==> config.mk <==
export PLATFORM = sky130hd
export DESIGN_NAME = sedge_debounce
export DESIGN_NICKNAME = d
export VERILOG_FILES = /design/src/rtl/sedge_debounce.sv
export SDC_FILE = /design/constraint.sdc
export NUM_CORES = 1
export LEC_CHECK = 0
export ABC_AREA = 1
export CAP_MARGIN = 5
export CORE_MARGIN = 2
export CORE_UTILIZATION = 43
export CTS_CLUSTER_SIZE = 12
export DETAILED_ROUTE_END_ITERATION = 6
export PLACE_DENSITY_LB_ADDON = 0.1
export SYNTH_ARGS = -nofsm -noshare
export SYNTH_HDL_FRONTEND = slang
export SYNTH_SLANG_ARGS = --single-unit
==> constraint.sdc <==
create_clock -name i_clk -period 1.68 [get_ports i_clk]
set_input_delay 0.336 -clock i_clk [delete_from_list [all_inputs] [get_ports i_clk]]
set_output_delay 0.336 -clock i_clk [all_outputs]
set_load 0.05 [all_outputs]
==> src/rtl/sedge_debounce.sv <==
// Multi-channel synchroniser + debouncer + selectable edge pulse generator.
// Optional sticky-flag capture per channel is compiled in with SEDGE_STICKY_EN.
module sedge_debounce #(
    parameter int unsigned N_CH        = 4,
    parameter int unsigned SYNC_STAGES = 2,
    parameter int unsigned DB_CYCLES   = 4
) (
    input  logic            i_clk,
    input  logic            i_rst,
    input  logic [N_CH-1:0] i_in,
    input  logic [1:0]      i_mode,
`ifdef SEDGE_STICKY_EN
    input  logic [N_CH-1:0] i_clr,
    output logic [N_CH-1:0] o_sticky,
`endif
    output logic [N_CH-1:0] o_level,
    output logic [N_CH-1:0] o_pulse,
    output logic            o_any
);

    localparam int unsigned CNT_W = (DB_CYCLES > 1) ? $clog2(DB_CYCLES) : 1;
    localparam logic [CNT_W-1:0] CNT_LAST = CNT_W'(DB_CYCLES - 1);

    logic [N_CH-1:0]  sync_q [SYNC_STAGES];
    logic [N_CH-1:0]  s;
    logic [CNT_W-1:0] cnt_q  [N_CH];
    logic [CNT_W-1:0] cnt_d  [N_CH];
    logic [N_CH-1:0]  level_d;
    logic [N_CH-1:0]  pulse_d;
    logic             rise_en;
    logic             fall_en;

    // Synchroniser chain; only the last stage is used downstream
    always_ff @(posedge i_clk or posedge i_rst) begin
        if (i_rst) begin
            for (int unsigned i = 0; i < SYNC_STAGES; i++) begin
                sync_q[i] <= '0;
            end
        end else begin
            sync_q[0] <= i_in;
            for (int unsigned i = 1; i < SYNC_STAGES; i++) begin
                sync_q[i] <= sync_q[i-1];
            end
        end
    end

    assign s       = sync_q[SYNC_STAGES-1];
    assign rise_en = (i_mode == 2'b00) || (i_mode == 2'b10);
    assign fall_en = (i_mode == 2'b01) || (i_mode == 2'b10);

    // Stability counter per channel; any return to the current level restarts it
    always_comb begin
        level_d = o_level;
        pulse_d = '0;
        for (int unsigned ch = 0; ch < N_CH; ch++) begin
            cnt_d[ch] = '0;
            if (s[ch] != o_level[ch]) begin
                if (cnt_q[ch] == CNT_LAST) begin
                    level_d[ch] = s[ch];
                    pulse_d[ch] = s[ch] ? rise_en : fall_en;
                end else begin
                    cnt_d[ch] = cnt_q[ch] + CNT_W'(1);
                end
            end
        end
    end

    always_ff @(posedge i_clk or posedge i_rst) begin
        if (i_rst) begin
            for (int unsigned ch = 0; ch < N_CH; ch++) begin
                cnt_q[ch] <= '0;
            end
            o_level <= '0;
            o_pulse <= '0;
        end else begin
            for (int unsigned ch = 0; ch < N_CH; ch++) begin
                cnt_q[ch] <= cnt_d[ch];
            end
            o_level <= level_d;
            o_pulse <= pulse_d;
        end
    end

    assign o_any = |o_pulse;

`ifdef SEDGE_STICKY_EN
    // Set (from last cycle's pulse) takes priority over clear
    always_ff @(posedge i_clk or posedge i_rst) begin
        if (i_rst) begin
            o_sticky <= '0;
        end else begin
            o_sticky <= (o_sticky & ~i_clr) | o_pulse;
        end
    end
`endif

endmodule

-- Word level (Yosys, flattened, before mapping)
Index checks and enable logic that the tools add are counted.
- add/sub/neg operators: 4
- equality and inequality tests: 10
- mux-type cells: 20
- reduce and logical (&&, ||, !) cells: 8
- operator list (kind ; count):
    2-bit two-way mux ; 8
    1-bit two-way mux ; 12
    2-bit == test, second input constant ; 5
    2-bit by 1-bit adder with 2-bit output, second input constant ; 4
    2-bit AND reduction ; 4
    1-bit inequality test ; 4
    4-bit OR reduction ; 1
    2-bit by 1-bit == test with 1-bit output, second input constant ; 1
    2-bit logical NOT ; 1
    1-bit logical OR ; 2
- register bits: 24
- input port bits: 8
- output and inout bits: 9

-- Logic depth before layout (Yosys ltp)
- depth after elaboration: 5
- gate-level depth with buffers: 6

-- Worst setup path before layout
OpenSTA, ideal clock, no wires.
- path kind: register to output
- start point: register o_pulse[3]
- end point: output o_any
- arrival time: 1.058 ns
- data required time: 1.344 ns
- path slack: 0.286 ns
- cell stages (with the launch flop): 3
- path through: dfrtp_1 > nor2_1 > nand2_1
- longest elaborated chain between the ends: 1
- RTL lines (item ; line ; RTL):
    start, declared ; 17 ; output logic [N_CH-1:0] o_pulse,
    start signal, assigned ; 80 ; o_pulse <= pulse_d;
    4-bit OR reduction ; 84 ; assign o_any = |o_pulse;
    end, declared ; 18 ; output logic o_any
No other way between the ends.

-- Worst setup path in the final report
- start point: register o_pulse[2]
- end point: output o_any
Same word-level chain as after synthesis.

==> Implementation_results.wiki <==
{| class="wikitable"
! Metric !! Value
|-
| DR vias/cell || 4.50
|-
| Mapped Cells || 102
|-
| Share of power burned in the clock network || 16.9%
|-
| Area of the mapped netlist || 1010 um2
|-
| Switching component of the power || 703 uW
|-
| Yosys Warn Count || 0
|-
| Clock latency reported for the late side of the worst-skew pair || 0.31 ns
|-
| Transition time at the pin with the least slew margin || 0.295 ns
|-
| Maximum clock frequency || 723 MHz
|-
| Highest ir drop seen on vdd || 0.725 mV
|-
| First-pass GRT wire length || 2600 um
|-
| Number of buffers added for setup after CTS || 0
|-
| Synthesized area per cell || 9.89 um2
|-
| Final routed DRC violation total || 0
|-
| Post-synth cell types || 12
|-
| Pwr Density || 1460 nW/um2
|-
| RSZ-0062 raised after global routing || false
|-
| Cell at the root of the clock tree || sky130_fd_sc_hd__clkbuf_4
|-
| Die boundary width || 52.4 um
|-
| Most frequent cells after synthesis || 25 x sky130_fd_sc_hd__nand2_1, 24 x sky130_fd_sc_hd__dfrtp_1, 11 x sky130_fd_sc_hd__inv_1, 10 x sky130_fd_sc_hd__nor2_1, 6 x sky130_fd_sc_hd__ha_1
|-
| Fin Setup TNS || 0 ns
|-
| Average routed wire per standard cell || 9.48 um
|-
| Met2 Use GR || 23.5%
|-
| Maximum number of pins on one net before global-route repair || 25
|-
| Starting density of the core || 45.6%
|-
| Core Box Area || 2210 um2
|-
| Clock tree from TritonCTS || done
|-
| Most instantiated library cell after synthesis || sky130_fd_sc_hd__nand2_1
|-
| Cts bufs inserted || 3
|-
| Status || finished, final reports clean
|-
| Cells along the critical path || nor2_1 -> nand2_1 -> buf_4
|-
| Total iterations of the first detailed-routing run || 4
|-
| Boundary Pins || 17
|-
| GR met3 Demand/Resource || 3.43%
|-
| Fraction of the yosys area taken by sequential cells || 59.6%
|-
| Min cycle time layout || 1.38 ns
|-
| Final number of setup-violating endpoints || 0
|-
| GR peak layer || met2
|-
| Antenna violations before repair || 0
|-
| Critical path capture point type || output pin
|-
| Clock input transition at the sequential cells of the worst setup and hold paths || 0.13 ns
|-
| Core Util, Final || 55.4%
|-
| Endpoints failing hold || 0
|-
| Die ar. || 2750 um2
|-
| Sink Count || 24
|-
| Top_reg_cell synth || sky130_fd_sc_hd__dfrtp_1
|-
| Switching share of power || 39.2%
|-
| ANT cells || 0
|-
| Layout Skew || 0.00242 ns
|-
| Global placement routability congestion || 0.686
|-
| Critical path peak fanout || 2
|-
| Sort of element at the start of the critical path || flip-flop
|-
| Most area-consuming cells after synthesis || sky130_fd_sc_hd__dfrtp_1 60%, sky130_fd_sc_hd__nand2_1 9.3%, sky130_fd_sc_hd__ha_1 7.4%, sky130_fd_sc_hd__inv_1 4.1%, sky130_fd_sc_hd__nand3_2 4.0%
|-
| Routing usage on met1 || 14.8%
|-
| Final period utilization || 82.4%
|-
| Aggregate global-route resource usage || 13.4%
|-
| Setup Crit Path Kind || reg -> out
|-
| Quantity of I/O buffers inserted on ports || 16
|-
| Area Overhead vs Synth || 21.5%
|-
| Count of max-cap constraint violations || 0
|-
| Clock Path Buffers || 2
|-
| Hold-fix buffers, CTS || 0
|-
| HPWL after detailed placement || 1110 um
|-
| Number of DRC violations after detailed-routing iteration 0 || 6
|-
| Type of the tightest min-delay check || in -> async
|-
| Crit path largest cell delay || 0.41 ns
|-
| Combinational share of power || 38.9%
|-
| Kind of cell adding the most delay to the critical path || flip-flops
|-
| Post-route antenna net violation count || 0
|-
| Number of standard-cell rows in the floorplan || 17
|-
| Share of post-route cells with drive strength above 1 || 26.0%
|-
| Filler cell count || 203
|-
| Routed wire length || 1430 um
|-
| Critical path data required time || 1.34 ns
|-
| Share of Yosys cell area claimed by the top area cell type || 59.6%
|-
| Post-synth ARST share || 100%
|-
| Static Leakage || 0.000648 uW
|-
| Seq pwr share || 44.2%
|-
| Post-synthesis register bit count || 24
|-
| Count of vias placed by the detailed router || 679
|-
| Count of final max-slew check failures || 0
|-
| H-tree levels || 1
|-
| Number of global-route vias before repair || 662
|-
| Relative slew slack || 80.3%
|-
| Die height || 52.4 um
|-
| Post-layout nets || 138
|-
| Largest area contributor in the synthesized netlist || sky130_fd_sc_hd__dfrtp_1
|-
| Aggregate global routing overflow || 0
|-
| Number of synthesized flops with an enable pin || 0
|-
| Net count after synthesis || 116
|-
| Critical Path AT || 1.05 ns
|-
| PostCTS Resize Cnt || 0
|-
| WHS || 0.335 ns
|-
| Slowest cell on the critical path || sky130_fd_sc_hd__dfrtp_1
|-
| Number of buffer and inverter stages on the critical path || 1
|-
| Cell-internal power || 1090 uW
|}
-- routing by layer --
metal  vias to the layer above  routed length [um]
li1                        350                   -
met1                       312                 660
met2                        15                 676
met3                         2                  70
met4                         0                  24
met5                         -                   0
-- worst paths after layout --
path	cells after the start	slack, ns	startpoint	endpoint
max	3	0.30	o_pulse[2]$_DFF_PP0_	o_any
min	3	0.34	i_rst	cnt_q[2]$_DFF_PP0_
max reg2reg	3	0.65	cnt_q[6]$_DFF_PP0_	cnt_q[6]$_DFF_PP0_
min reg2reg	0	0.36	sync_q[4]$_DFF_PP0_	s[0]$_DFF_PP0_
max in group asynchronous	3	1.11	i_rst	s[2]$_DFF_PP0_
min in group i_clk	0	0.36	sync_q[4]$_DFF_PP0_	s[0]$_DFF_PP0_
-- sequential cells by signal, indices dropped and copies added, names as in the netlist --
signal / flops
o_pulse: 4
cnt_q: 8
o_level: 4
s: 4
sync_q: 4
-- kinds of logic (layout without fill, tap and decap cells) --
kind of cell	after synthesis	after routing	synth area share (%)
flops	24	24	59.6
simple gates	52	52	25.1
fa+ha+maj	6	6	7.44
buf+inv	16	37	5.96
compound gates	4	4	1.99
-- worst min-delay path, delay by kind of cell --
family	cells	cell delay (ns)
buffers and inverters	3	0.72
-- area by class of cell --
cell class              instances  area (um2)  area share, %
repair buffers                 17         145           11.8
well taps                      28        35.0           2.86
flip-flops and latches         24         601           49.0
inverters                      16        60.1           4.90
clock buffers                   4        36.3           2.96
multi-input cells              62         348           28.4
-- power by group through the flow --
stage	Clock (uW)	Combinational [uW]	Sequential (uW)
final	303	698	793
after detailed placement	0	706	810
after global placement	0	686	799
after CTS	311	709	797
after global routing	345	790	812
after floorplan	0	356	969
-- per-stage QoR --
step | setup WS [ns] | instances | cell area [um2] | power (uW)
after floorplan | 0.286 | 102 | 1010 | 1320
after global placement | 0.153 | 147 | 1190 | 1490
after detailed placement | 0.140 | 147 | 1190 | 1520
after CTS | 0.287 | 151 | 1220 | 1820
after global routing | 0.237 | 151 | 1220 | 1950
final | 0.296 | 151 | 1220 | 1790
-- cells in the final DEF (no fill, tap or decap) --
| cell type | synthesis | final |
|---|---|---|
| sky130_fd_sc_hd__nand2_1 | 25 | 25 |
| sky130_fd_sc_hd__dfrtp_1 | 24 | 24 |
| sky130_fd_sc_hd__inv_1 | 11 | 11 |
| sky130_fd_sc_hd__nor2_1 | 10 | 10 |
| sky130_fd_sc_hd__buf_4 | 0 | 10 |
| sky130_fd_sc_hd__clkdlybuf4s50_1 | 0 | 7 |
| sky130_fd_sc_hd__ha_1 | 6 | 6 |
| sky130_fd_sc_hd__inv_2 | 5 | 5 |
| sky130_fd_sc_hd__nor2_2 | 5 | 5 |
| sky130_fd_sc_hd__nand2_2 | 4 | 4 |
| sky130_fd_sc_hd__nand3_2 | 4 | 4 |
| sky130_fd_sc_hd__o21ai_1 | 4 | 4 |
| sky130_fd_sc_hd__or2_0 | 3 | 3 |
| sky130_fd_sc_hd__clkbuf_4 | 0 | 3 |
| sky130_fd_sc_hd__or2_1 | 1 | 1 |
| sky130_fd_sc_hd__clkbuf_8 | 0 | 1 |
(Power assumes the default switching activity.)
